==> src/rtl/wavefront_scheduler_pkg.sv <==
// Shared types and constants for the layer-level wavefront scheduler.
package wavefront_scheduler_pkg;

    localparam int K_CHANNELS      = 8;
    localparam int WF_MAX_IN_CH    = 8;
    localparam int WF_BANK_WIDTH   = 32;
    // Refill latency beyond the W-cycle IB reload: one SRAM read cycle.
    localparam int WF_SETTLE_EXTRA = 1;

    typedef enum logic [2:0] {
        IDLE,
        START_IB,
        WAIT_READY,
        WAVE,
        ROW_END,
        CH_END,
        DONE
    } wf_state_t;

    // Layer config legality; all compares are 32-bit unsigned.
    function automatic logic wf_cfg_legal(
        input logic [31:0] w,
        input logic [31:0] h,
        input logic [3:0]  k,
        input logic [3:0]  c,
        input int unsigned bank_w,
        input int unsigned max_ch
    );
        logic [31:0] k32;
        logic [31:0] c32;
        k32 = 32'(k);
        c32 = 32'(c);
        return (k32 >= 32'd1) && (k32 <= h) &&
               (w >= 32'd1) && (w <= bank_w) &&
               (c32 >= 32'd1) && (c32 <= max_ch) &&
               (k32 <= w);
    endfunction

endpackage

==> src/rtl/wavefront_scheduler_wave_pop_gen.sv <==
// Combinational wavefront pop pattern: column i pops for K cycles starting at t=i.
module wave_pop_gen #(
    parameter int BANK_WIDTH = 32,
    parameter int TW         = 6
) (
    input  logic [TW-1:0]         i_t,
    input  logic [3:0]            i_k,
    input  logic [31:0]           i_w,
    input  logic                  i_active,
    output logic [BANK_WIDTH-1:0] o_pop
);

    logic [31:0] w_t32;
    logic [31:0] w_k32;

    // Per-column window test i <= t <= i+K-1, masked to the first W columns.
    always_comb begin
        w_t32 = 32'(i_t);
        w_k32 = 32'(i_k);
        o_pop = '0;
        for (int unsigned i = 0; i < BANK_WIDTH; i++) begin
            if (i_active && (i < i_w) && (w_t32 >= i) &&
                (w_t32 <= i + w_k32 - 32'd1)) begin
                o_pop[i] = 1'b1;
            end
        end
    end

endmodule

==> src/rtl/wavefront_scheduler.sv <==
// Layer sequencer: drives the IB handshake per input channel and output row,
// generating the staggered per-column pop wavefront.
//
//  state      | meaning
//  -----------+-----------------------------------------------------------
//  IDLE       | waiting for layer_start_i; config checked here
//  START_IB   | ib_start_o pulse for the current channel
//  WAIT_READY | wait for IB window valid (and settle count on rows > 0)
//  WAVE       | t = 0..W+K-2, pop wavefront active
//  ROW_END    | pre_wave_done_o pulse; next row or channel end
//  CH_END     | ib_sa_done_o pulse; next channel or layer done
//  DONE       | layer_done_o pulse, busy dropped
//
// All outputs are registered from the next-state values, so each pulse lines
// up with the cycle in which the state register holds the matching state.
module wavefront_scheduler
    import wavefront_scheduler_pkg::*;
#(
    parameter int BANK_WIDTH = WF_BANK_WIDTH,
    parameter int MAX_IN_CH  = WF_MAX_IN_CH
) (
    input  logic                         clk_i,
    input  logic                         rst_async_n_i,
    input  logic                         layer_start_i,
    input  logic                         abort_i,
    input  logic [31:0]                  cfg_img_w_i,
    input  logic [31:0]                  cfg_img_h_i,
    input  logic [3:0]                   cfg_kernel_r_i,
    input  logic [3:0]                   cfg_in_ch_i,
    input  logic                         ib_ready_i,
    output logic                         ib_start_o,
    output logic                         ib_sa_done_o,
    output logic [$clog2(MAX_IN_CH)-1:0] input_ch_sel_o,
    output logic [BANK_WIDTH-1:0]        pop_o,
    output logic                         pre_wave_done_o,
    output logic                         busy_o,
    output logic                         layer_done_o,
    output logic                         cfg_err_o
);

    localparam int CW = $clog2(MAX_IN_CH);
    localparam int TW = $clog2(BANK_WIDTH + 16);

    wf_state_t r_state;
    wf_state_t w_state_nxt;

    logic [TW-1:0]         r_t;
    logic [31:0]           r_row;
    logic [CW-1:0]         r_ch;
    logic [31:0]           r_settle;
    logic                  r_err;
    logic [31:0]           r_w;
    logic [3:0]            r_k;
    logic [3:0]            r_c;
    logic [31:0]           r_row_last;
    logic [31:0]           r_wave_last;
    logic [BANK_WIDTH-1:0] r_pop;
    logic                  r_ib_start;
    logic                  r_sa_done;
    logic                  r_pre_wave;
    logic                  r_busy;
    logic                  r_layer_done;

    logic [TW-1:0]         w_t_nxt;
    logic [31:0]           w_row_nxt;
    logic [CW-1:0]         w_ch_nxt;
    logic [31:0]           w_settle_nxt;
    logic                  w_err_nxt;
    logic                  w_latch;
    logic                  w_abort;
    logic                  w_legal;
    logic [BANK_WIDTH-1:0] w_pop;

    assign w_abort = abort_i && (r_state != IDLE);
    assign w_legal = wf_cfg_legal(cfg_img_w_i, cfg_img_h_i, cfg_kernel_r_i,
                                  cfg_in_ch_i, BANK_WIDTH, MAX_IN_CH);

    // State register.
    always_ff @(posedge clk_i or negedge rst_async_n_i) begin
        if (!rst_async_n_i) r_state <= IDLE;
        else                r_state <= w_state_nxt;
    end

    // Next-state and next counter values; abort overrides everything outside IDLE.
    always_comb begin
        w_state_nxt  = r_state;
        w_t_nxt      = r_t;
        w_row_nxt    = r_row;
        w_ch_nxt     = r_ch;
        w_settle_nxt = r_settle;
        w_err_nxt    = r_err;
        w_latch      = 1'b0;
        if (w_abort) begin
            w_state_nxt = IDLE;
        end else begin
            case (r_state)
                IDLE: begin
                    if (layer_start_i && !abort_i) begin
                        if (w_legal) begin
                            w_latch      = 1'b1;
                            w_state_nxt  = START_IB;
                            w_ch_nxt     = '0;
                            w_row_nxt    = '0;
                            w_settle_nxt = '0;
                            w_err_nxt    = 1'b0;
                        end else begin
                            w_err_nxt = 1'b1;
                        end
                    end
                end
                START_IB: w_state_nxt = WAIT_READY;
                WAIT_READY: begin
                    if (r_settle != 32'd0) begin
                        w_settle_nxt = r_settle - 32'd1;
                    end else if (ib_ready_i) begin
                        w_state_nxt = WAVE;
                        w_t_nxt     = '0;
                    end
                end
                WAVE: begin
                    // ib_ready_i is deliberately ignored here: a wave never stalls.
                    if (32'(r_t) == r_wave_last) w_state_nxt = ROW_END;
                    else                         w_t_nxt     = r_t + TW'(1);
                end
                ROW_END: begin
                    if (r_row == r_row_last) begin
                        w_state_nxt = CH_END;
                    end else begin
                        w_row_nxt    = r_row + 32'd1;
                        w_settle_nxt = r_w + 32'(WF_SETTLE_EXTRA);
                        w_state_nxt  = WAIT_READY;
                    end
                end
                CH_END: begin
                    if (32'(r_ch) == 32'(r_c) - 32'd1) begin
                        w_state_nxt = DONE;
                    end else begin
                        w_ch_nxt    = r_ch + CW'(1);
                        w_row_nxt   = '0;
                        w_state_nxt = START_IB;
                    end
                end
                DONE:    w_state_nxt = IDLE;
                default: w_state_nxt = IDLE;
            endcase
        end
    end

    wave_pop_gen #(
        .BANK_WIDTH (BANK_WIDTH),
        .TW         (TW)
    ) u_pop_gen (
        .i_t      (w_t_nxt),
        .i_k      (r_k),
        .i_w      (r_w),
        .i_active (w_state_nxt == WAVE),
        .o_pop    (w_pop)
    );

    // Counters, latched config and registered outputs.
    always_ff @(posedge clk_i or negedge rst_async_n_i) begin
        if (!rst_async_n_i) begin
            r_t          <= '0;
            r_row        <= '0;
            r_ch         <= '0;
            r_settle     <= '0;
            r_err        <= 1'b0;
            r_w          <= '0;
            r_k          <= '0;
            r_c          <= '0;
            r_row_last   <= '0;
            r_wave_last  <= '0;
            r_pop        <= '0;
            r_ib_start   <= 1'b0;
            r_sa_done    <= 1'b0;
            r_pre_wave   <= 1'b0;
            r_busy       <= 1'b0;
            r_layer_done <= 1'b0;
        end else begin
            r_t      <= w_t_nxt;
            r_row    <= w_row_nxt;
            r_ch     <= w_ch_nxt;
            r_settle <= w_settle_nxt;
            r_err    <= w_err_nxt;
            if (w_latch) begin
                // H-K and W+K-2 only formed once the config is known legal.
                r_w         <= cfg_img_w_i;
                r_k         <= cfg_kernel_r_i;
                r_c         <= cfg_in_ch_i;
                r_row_last  <= cfg_img_h_i - 32'(cfg_kernel_r_i);
                r_wave_last <= cfg_img_w_i + 32'(cfg_kernel_r_i) - 32'd2;
            end
            r_pop        <= w_pop;
            r_ib_start   <= (w_state_nxt == START_IB) && !w_abort;
            r_sa_done    <= (w_state_nxt == CH_END) || w_abort;
            r_pre_wave   <= (w_state_nxt == ROW_END);
            r_busy       <= (w_state_nxt != IDLE) && (w_state_nxt != DONE);
            r_layer_done <= (w_state_nxt == DONE);
        end
    end

    assign ib_start_o      = r_ib_start;
    assign ib_sa_done_o    = r_sa_done;
    assign input_ch_sel_o  = r_ch;
    assign pop_o           = r_pop;
    assign pre_wave_done_o = r_pre_wave;
    assign busy_o          = r_busy;
    assign layer_done_o    = r_layer_done;
    assign cfg_err_o       = r_err;

endmodule

==> config.mk <==
export PLATFORM = sky130hd
export DESIGN_NAME = wavefront_scheduler
export DESIGN_NICKNAME = d
export VERILOG_FILES = /design/src/rtl/wavefront_scheduler_pkg.sv /design/src/rtl/wavefront_scheduler_wave_pop_gen.sv /design/src/rtl/wavefront_scheduler.sv
export SDC_FILE = /design/constraint.sdc
export NUM_CORES = 1
export LEC_CHECK = 0
export CAP_MARGIN = 20
export CORE_MARGIN = 3
export CORE_UTILIZATION = 52
export DETAILED_ROUTE_END_ITERATION = 12
export PLACE_DENSITY = 0.78
export REMOVE_ABC_BUFFERS = 1
export SLEW_MARGIN = 20
export SYNTH_ARGS = -nofsm -noshare
export SYNTH_HDL_FRONTEND = slang
export SYNTH_SLANG_ARGS = --single-unit
export TNS_END_PERCENT = 100
==> constraint.sdc <==
create_clock -name clk_i -period 13.2 [get_ports clk_i]
set_clock_uncertainty 0.1 [all_clocks]
set_input_delay 3.3 -clock clk_i [delete_from_list [all_inputs] [get_ports clk_i]]
set_output_delay 3.3 -clock clk_i [all_outputs]
set_load 0.01 [all_outputs]
== Word level (Yosys, flattened, before mapping) ==
Cells that the tools add are included.

* Register bits after elaboration: 218
* Latch bits: 0
* Memory bits (writable): 0
* ROM bits: 0
* Input bits: 77
* Output and inout port bits: 41
* Logic and storage cells: 393
* Memories: 0

* Add/subtract/negate cells: 72
* Multiply operators: 0
* Divide/modulo/power cells: 0
* Order comparisons: 102
* Eq/ne operators: 19
* Shift operators: 0
* Mux-type cells: 63
* Bitwise operators: 1
* Reductions and logical operators: 119

{| class="wikitable"
|+ Operators by type and width
! kind !! number
|-
| <= comparator 6 x 32 -> 1 bit || 32
|-
| subtractor 32 x 1 -> 32 bit, second input constant || 32
|-
| less-than comparator 5 x 32 -> 1 bit, first input constant || 16
|-
| less-than comparator 4 x 32 -> 1 bit, first input constant || 8
|-
| 2-to-1 mux 32 bit || 6
|-
| case mux 32 bit (3 select lines) || 2
|-
| less-than comparator 3 x 32 -> 1 bit, first input constant || 4
|-
| logical AND 1 bit || 105
|-
| adder 5 x 4 -> 6 bit, first input constant || 16
|-
| greater-or-equal comparator 6 x 5 -> 1 bit, second input constant || 16
|-
| adder 32 x 1 -> 32 bit, second input constant || 2
|-
| <= comparator 4 x 32 -> 1 bit || 2
|-
| less-than comparator 1 x 32 -> 1 bit, first input constant || 2
|-
| less-than comparator 2 x 32 -> 1 bit, first input constant || 2
|-
| greater-or-equal comparator 6 x 4 -> 1 bit, second input constant || 8
|-
| adder 4 x 4 -> 5 bit, first input constant || 8
|-
| 2-to-1 mux 1 bit || 37
|-
| 2-to-1 mux 3 bit || 11
|-
| adder 32 x 4 -> 32 bit || 1
|-
| == test 3 x 32 -> 1 bit || 1
|-
| == test 32 bit || 1
|-
| == test 6 x 32 -> 1 bit || 1
|-
| greater-or-equal comparator 32 x 1 -> 1 bit, second input constant || 1
|-
| <= comparator 32 x 6 -> 1 bit, second input constant || 1
|-
| other kinds (32) || 61
|}

== Depth between registers and ports, before layout ==
* Depth in word-level cells: 16
* Mapped depth: 19
* Gate-level depth less buffers: 17

== Hierarchy ==
Synthesis repeated with hierarchy kept, for this count alone.

* Cell total of the unflattened synthesis: 1955
* Area total of the unflattened synthesis: 16346.9 µm²

{| class="wikitable"
|+ By module, submodules not included
! module !! instances !! cells an instance !! area an instance (µm²) !! seq. area each (µm²)
|-
| wavefront_scheduler || 1 || 1444 || 12861.1 || 5455.2
|-
| wave_pop_gen || 1 || 511 || 3485.8 || 0.0
|}

== Worst setup path before layout ==
Ideal clock, no wire load.

* Path type: input to register
* From: input cfg_img_h_i[0]
* To: register r_settle[2]
* Setup time: 0.122 ns
* Data arrival time: 6.236 ns
* Required time: 12.978 ns
* Setup slack: 6.743 ns
* Stages: 13
* Buffers on the path: 1
* Path through: inv_1 -> ha_1 -> fa_1 -> o21ai_0 -> or4_4 -> o2bb2ai_4 -> or2_2 -> nor2_1 -> nor2_1 -> a311oi_1 -> clkbuf_1 -> o21ai_0 -> a32o_1

* Longest elaborated chain between the ends: 9

{| class="wikitable"
|+ RTL lines
! item !! RTL line !! RTL
|-
| start: declaration || wavefront_scheduler.sv:27 || <nowiki>input logic [31:0] cfg_img_h_i,</nowiki>
|-
| <= comparator 4 x 32 -> 1 bit || wavefront_scheduler_pkg.sv:33 || <nowiki>return (k32 >= 32'd1) && (k32 <= h) &&</nowiki>
|-
| logical AND 1 bit (2 in a row) || wavefront_scheduler_pkg.sv:33 ||
|-
| logical AND 1 bit (2 in a row) || wavefront_scheduler_pkg.sv:34 || <nowiki>(w >= 32'd1) && (w <= bank_w) &&</nowiki>
|-
| logical AND 1 bit (2 in a row) || wavefront_scheduler_pkg.sv:35 || <nowiki>(c32 >= 32'd1) && (c32 <= max_ch) &&</nowiki>
|-
| inequality test 2 bit (no line) || - ||
|-
| AND reduction 6 bit (no line) || - ||
|-
| end signal: assignment || wavefront_scheduler.sv:183 || <nowiki>r_settle <= w_settle_nxt;</nowiki>
|-
| end: declaration || wavefront_scheduler.sv:50 || <nowiki>logic [31:0] r_settle;</nowiki>
|}

Every way passes these cells.
A chain may end at the register's enable or synchronous reset.

== Worst setup path after layout ==
* From: input ib_ready_i
* To: register r_pop[5] (netlist: pop_o[5])

* Elaborated cells on any way between the ends: 15
* Those cells by class: order compare (2); eq/ne (1); mux (9); reduce/logical (3)

{| class="wikitable"
|+ RTL lines
! item !! RTL line !! RTL
|-
| start: declaration || wavefront_scheduler.sv:30 || <nowiki>input logic ib_ready_i,</nowiki>
|-
| 2-to-1 mux 6 bit (*) || wavefront_scheduler.sv:115 || <nowiki>end else if (ib_ready_i) begin</nowiki>
|-
| 2-to-1 mux 6 bit (*) || wavefront_scheduler.sv:113 || <nowiki>if (r_settle != 32'd0) begin</nowiki>
|-
| case mux 6 bit (2 select lines) (*) || wavefront_scheduler.sv:96 || <nowiki>case (r_state)</nowiki>
|-
| 2-to-1 mux 6 bit (*) || wavefront_scheduler.sv:93 || <nowiki>if (w_abort) begin</nowiki>
|-
| net u_pop_gen.i_t[1] || wavefront_scheduler_wave_pop_gen.sv:6 || <nowiki>input logic [TW-1:0] i_t,</nowiki>
|-
| branches (longest 2 deep; another with <= comparator 6 x 32 -> 1 bit) || - ||
|-
| logical AND 1 bit (*) || wavefront_scheduler_wave_pop_gen.sv:22 || <nowiki>if (i_active && (i < i_w) && (w_t32 >= i) &&</nowiki>
|-
| 2-to-1 mux 1 bit (*) || wavefront_scheduler_wave_pop_gen.sv:22 ||
|-
| net u_pop_gen.o_pop[5] || wavefront_scheduler_wave_pop_gen.sv:10 || <nowiki>output logic [BANK_WIDTH-1:0] o_pop</nowiki>
|-
| end signal: assignment || wavefront_scheduler.sv:193 || <nowiki>r_pop <= w_pop;</nowiki>
|-
| end: declaration || wavefront_scheduler.sv:57 || <nowiki>logic [BANK_WIDTH-1:0] r_pop;</nowiki>
|}

Mark *: on every way through the listed nets, which the timed path passes.

==> flow_metrics.py <==
metrics = {
    "cts": {
        "clock_path_buffers": 3,
        "cts_setup_buffers": 0,
        "tritoncts": "built",
        "htree_levels": 1,
        "root_buffer": "clkbuf_16",
        "clkSlewWorstSetupHoldPaths_ns": 0.06,
        "clock_latency_ns": 0.53,
        "holdBufCountCts": 0,
        "cts_buffers": 25,
        "cts_resized": 0,
        "cts_num_sinks": 218,
    },
    "power_and_ir_drop": {
        "p_per_area_nw_per_um2": 113,
        "total_power_w": 0.00225,
        "p_sw_w": 0.000841,
        "pwr-share-comb_pct": 35.4,
        "intPower_w": 0.00141,
        "peakVddDrop_v": 0.000117,
        "clock_power_share_pct": 30.3,
        "p_seq_share_pct": 34.4,
        "leakagePower_nw": 9.58,
        "sw_frac_of_total_pct": 37.3,
    },
    "synthesis": {
        "syn_inst": 2085,
        "synth_top_flop_cell": "dfrtp_1",
        "ys_ff_latch": 218,
        "netlist_area_um2": 17600,
        "ys_warn_count": 0,
        "async_flop_share_pct": 100,
        "syn_avg_cell_area_um2": 8.45,
        "ys_seq_area_share_pct": 31.0,
        "synth_edf_count": 0,
        "synth_cell_types": 80,
    },
    "hold_path": {
        "holdPathStages": 2,
        "hp-class": "register to register",
    },
    "worst_setup_path": {
        "worstPathRequired_ns": 13.48,
        "cp_max_fo": 17,
        "startpoint": "ib_ready_i",
        "rrSetupSlack_ns": 7.65,
        "end_kind": "register",
        "rr_worst_depth": 15,
        "reg2reg_to": "pop_o[5]",
        "worstSetupPathType": "input pin to register",
        "reg2reg_from": "r_settle[28]",
        "critPathCapture": "pop_o[5]",
        "cp-start-kind": "input pin",
        "arrival_ns": 7.66,
    },
    "detailed_routing": {
        "vias": 16298,
        "drt_iter0_drc": 1498,
        "wl_met1_um": 22100,
        "wl_met3_um": 4260,
        "detail_route.wl_per_cell_um": 19.9,
        "route.detailed.drc": 0,
        "routed_wl_um": 52300,
        "wl_met2_um": 24100,
        "ant_nets": 0,
        "first_pass_iters": 8,
        "routed.top_layer": "met4",
        "viasPerCell": 6.20,
    },
    "sta": {
        "whs_ns": 0.385,
        "tightest_slew_ns": 1.10,
        "hold_viol_final": 0,
        "max_slew_margin_pct": 26.8,
        "setup_viol": 0,
        "fin_crit_sh_pct": 55.9,
        "clock.fmax_mhz": 135,
        "fin_setup_tns_ns": 0,
        "fin_crit_ns": 7.38,
        "drv_slew": 0,
        "setup_slack_ns": 5.82,
        "grt_setup_unrepaired": "false",
    },
    "job": {
        "maxCapViolCount": 0,
    },
    "finish": {
        "drive_above_1_share_pct": 4.67,
        "multiInputGateArea_um2": 11400,
        "layout.nets": 2463,
        "area_growth_pct": 13.5,
        "final_util_pct": 60.6,
        "n_fill_cell": 2837,
        "seq_area_um2": 5460,
    },
    "grt": {
        "grt_pass1_wl_um": 84200,
        "antenna_found_initial": 2,
        "overflow": 0,
        "grt_pass1_vias": 16022,
        "grt_max_degree": 96,
        "track_usage_pct": 28.6,
    },
    "die": {
        "row_count": 66,
        "start_util_pct": 53.5,
        "die_x_um": 190,
        "core_area_um2": 32900,
        "die_h_um": 190,
        "dieArea_um2": 36100,
        "ios": 118,
    },
    "placement": {
        "gp_congestion": 1.09,
        "pre_cts_slack_ns": 5.44,
        "port_buffers": 117,
        "hpwl_um": 39500,
    },
    "status": {
        "status": "complete, no violations",
    },
}
worst max-delay path: stages:
cell	delay (ns)
clkdlybuf4s50_1	0.49
nand3_1	0.10
nor3_1	0.38
a31oi_1	0.25
or2_1	0.60
a22oi_2	0.48
inv_2	0.22
ha_1	0.36
a21o_1	0.20
a21o_1	0.19
a21o_1	0.21
a21o_1	0.18
a21oi_1	0.13
a2111oi_0	0.09
a2111oi_0	0.46
routing by layer:
metal	vias to the layer above	track usage (%)
met5	-	0
met3	150	5.05
met4	0	8.64
met2	715	47.0
li1	7631	-
met1	7802	38.7
power groups by stage:
stage / sequential (W) / combinational (W) / clock (W)
2_1_floorplan: 0.000770 / 0.000537 / 0
5_1_grt: 0.000783 / 0.000880 / 0.000719
3_5_place_dp: 0.000784 / 0.000776 / 0
3_3_place_gp: 0.000783 / 0.000751 / 0
4_1_cts: 0.000773 / 0.000782 / 0.000687
6_report: 0.000775 / 0.000797 / 0.000682
per-stage QoR:
step	instances	instance area [um^2]
3_5_place_dp	2585	19200
3_3_place_gp	2584	19200
6_report	2627	20000
5_1_grt	2627	20000
4_1_cts	2625	20000
2_1_floorplan	2011	17300
registers in the layout (all words and copies together) (netlist names), 6 cells and up:
signal       cells
r_row_last      32
r_settle        32
pop_o           32
r_wave_last     32
r_t              6
r_row           32
r_w             32
cell usage after synthesis (14+ instances only):
master,n,area share (%)
clkbuf_1,56,1.2
o22ai_1,20,0.71
xnor2_1,104,5.2
or3_1,25,0.89
nor2b_1,20,0.71
inv_1,128,2.7
a22o_1,29,1.4
dfrtp_1,218,31
o21ai_0,177,5.0
a21o_1,60,2.6
ha_1,214,15
a2111oi_0,16,0.80
a31oi_1,27,0.96
a21oi_1,96,2.7
nand3_1,44,1.3
nand2_1,252,5.4
nor2_1,153,3.3
nand4_1,41,1.5
nor3_1,45,1.3
xor2_1,69,3.4
or4_1,14,0.60
nor4_1,34,1.2
and3_1,35,1.2
cells in the final DEF, fill, tap and decap left out, drive strengths merged, types with 7 or more instances in the layout:
cell type / synthesis / final
nor4: 35 / 35
and4: 10 / 10
a31oi: 27 / 27
o21ai: 181 / 181
a21boi: 8 / 8
a22o: 29 / 29
nand3: 52 / 52
o22ai: 20 / 20
or4: 16 / 16
inv: 129 / 129
a21oi: 96 / 96
xnor2: 104 / 104
ha: 214 / 214
clkbuf: 56 / 34
nand4: 42 / 42
a2111oi: 16 / 16
o21bai: 8 / 8
nor2: 153 / 153
a211oi: 11 / 11
o32ai: 8 / 8
or2: 13 / 13
clkdlybuf4s50: 0 / 116
xor2: 72 / 72
nand2b: 12 / 12
o41ai: 7 / 7
dfrtp: 218 / 218
and3: 36 / 36
a311oi: 7 / 7
nor2b: 20 / 20
a21o: 60 / 60
buf: 18 / 16
nor3b: 7 / 7
o21a: 7 / 7
nand2: 252 / 252
or3: 25 / 25
nor3: 47 / 47
how the worst min path moves through the flow:
stage	start	to	slack, ns
6_report	r_wave_last[20]	r_wave_last[20]	0.38
5_1_grt	r_wave_last[6]	r_wave_last[6]	0.41
4_1_cts	r_wave_last[6]	r_wave_last[6]	0.39
3_5_place_dp	r_wave_last[6]	r_wave_last[6]	0.37
3_3_place_gp	r_wave_last[28]	r_wave_last[28]	0.36
2_1_floorplan	r_wave_last[10]	r_wave_last[10]	0.35
final cells by class:
| class | count | share of cell area, % |
|---|---|---|
| well taps | 442 | 2.77 |
| repair buffers | 132 | 6.49 |
| inverters | 130 | 2.44 |
| clock buffers | 34 | 3.50 |
| flip-flops and latches | 218 | 27.3 |
| clock inverters | 6 | 0.413 |
| multi-input cells | 1663 | 57.1 |
| diodes | 2 | 0.0250 |
cells by family (layout without fill, tap and decap cells):
family	Yosys count	after routing	synth area share, %
other	1	3	0.0213
and+or+nand+nor	739	739	20.8
buffers and inverters	204	302	4.51
adders and majority gates	216	216	15.4
DFF	218	218	31.0
muxes	8	8	0.519
xor gates and xnor gates	176	176	8.88
AOI/OAI and AO/OA	523	523	18.9
No activity file was read; power rests on OpenSTA's default activity.
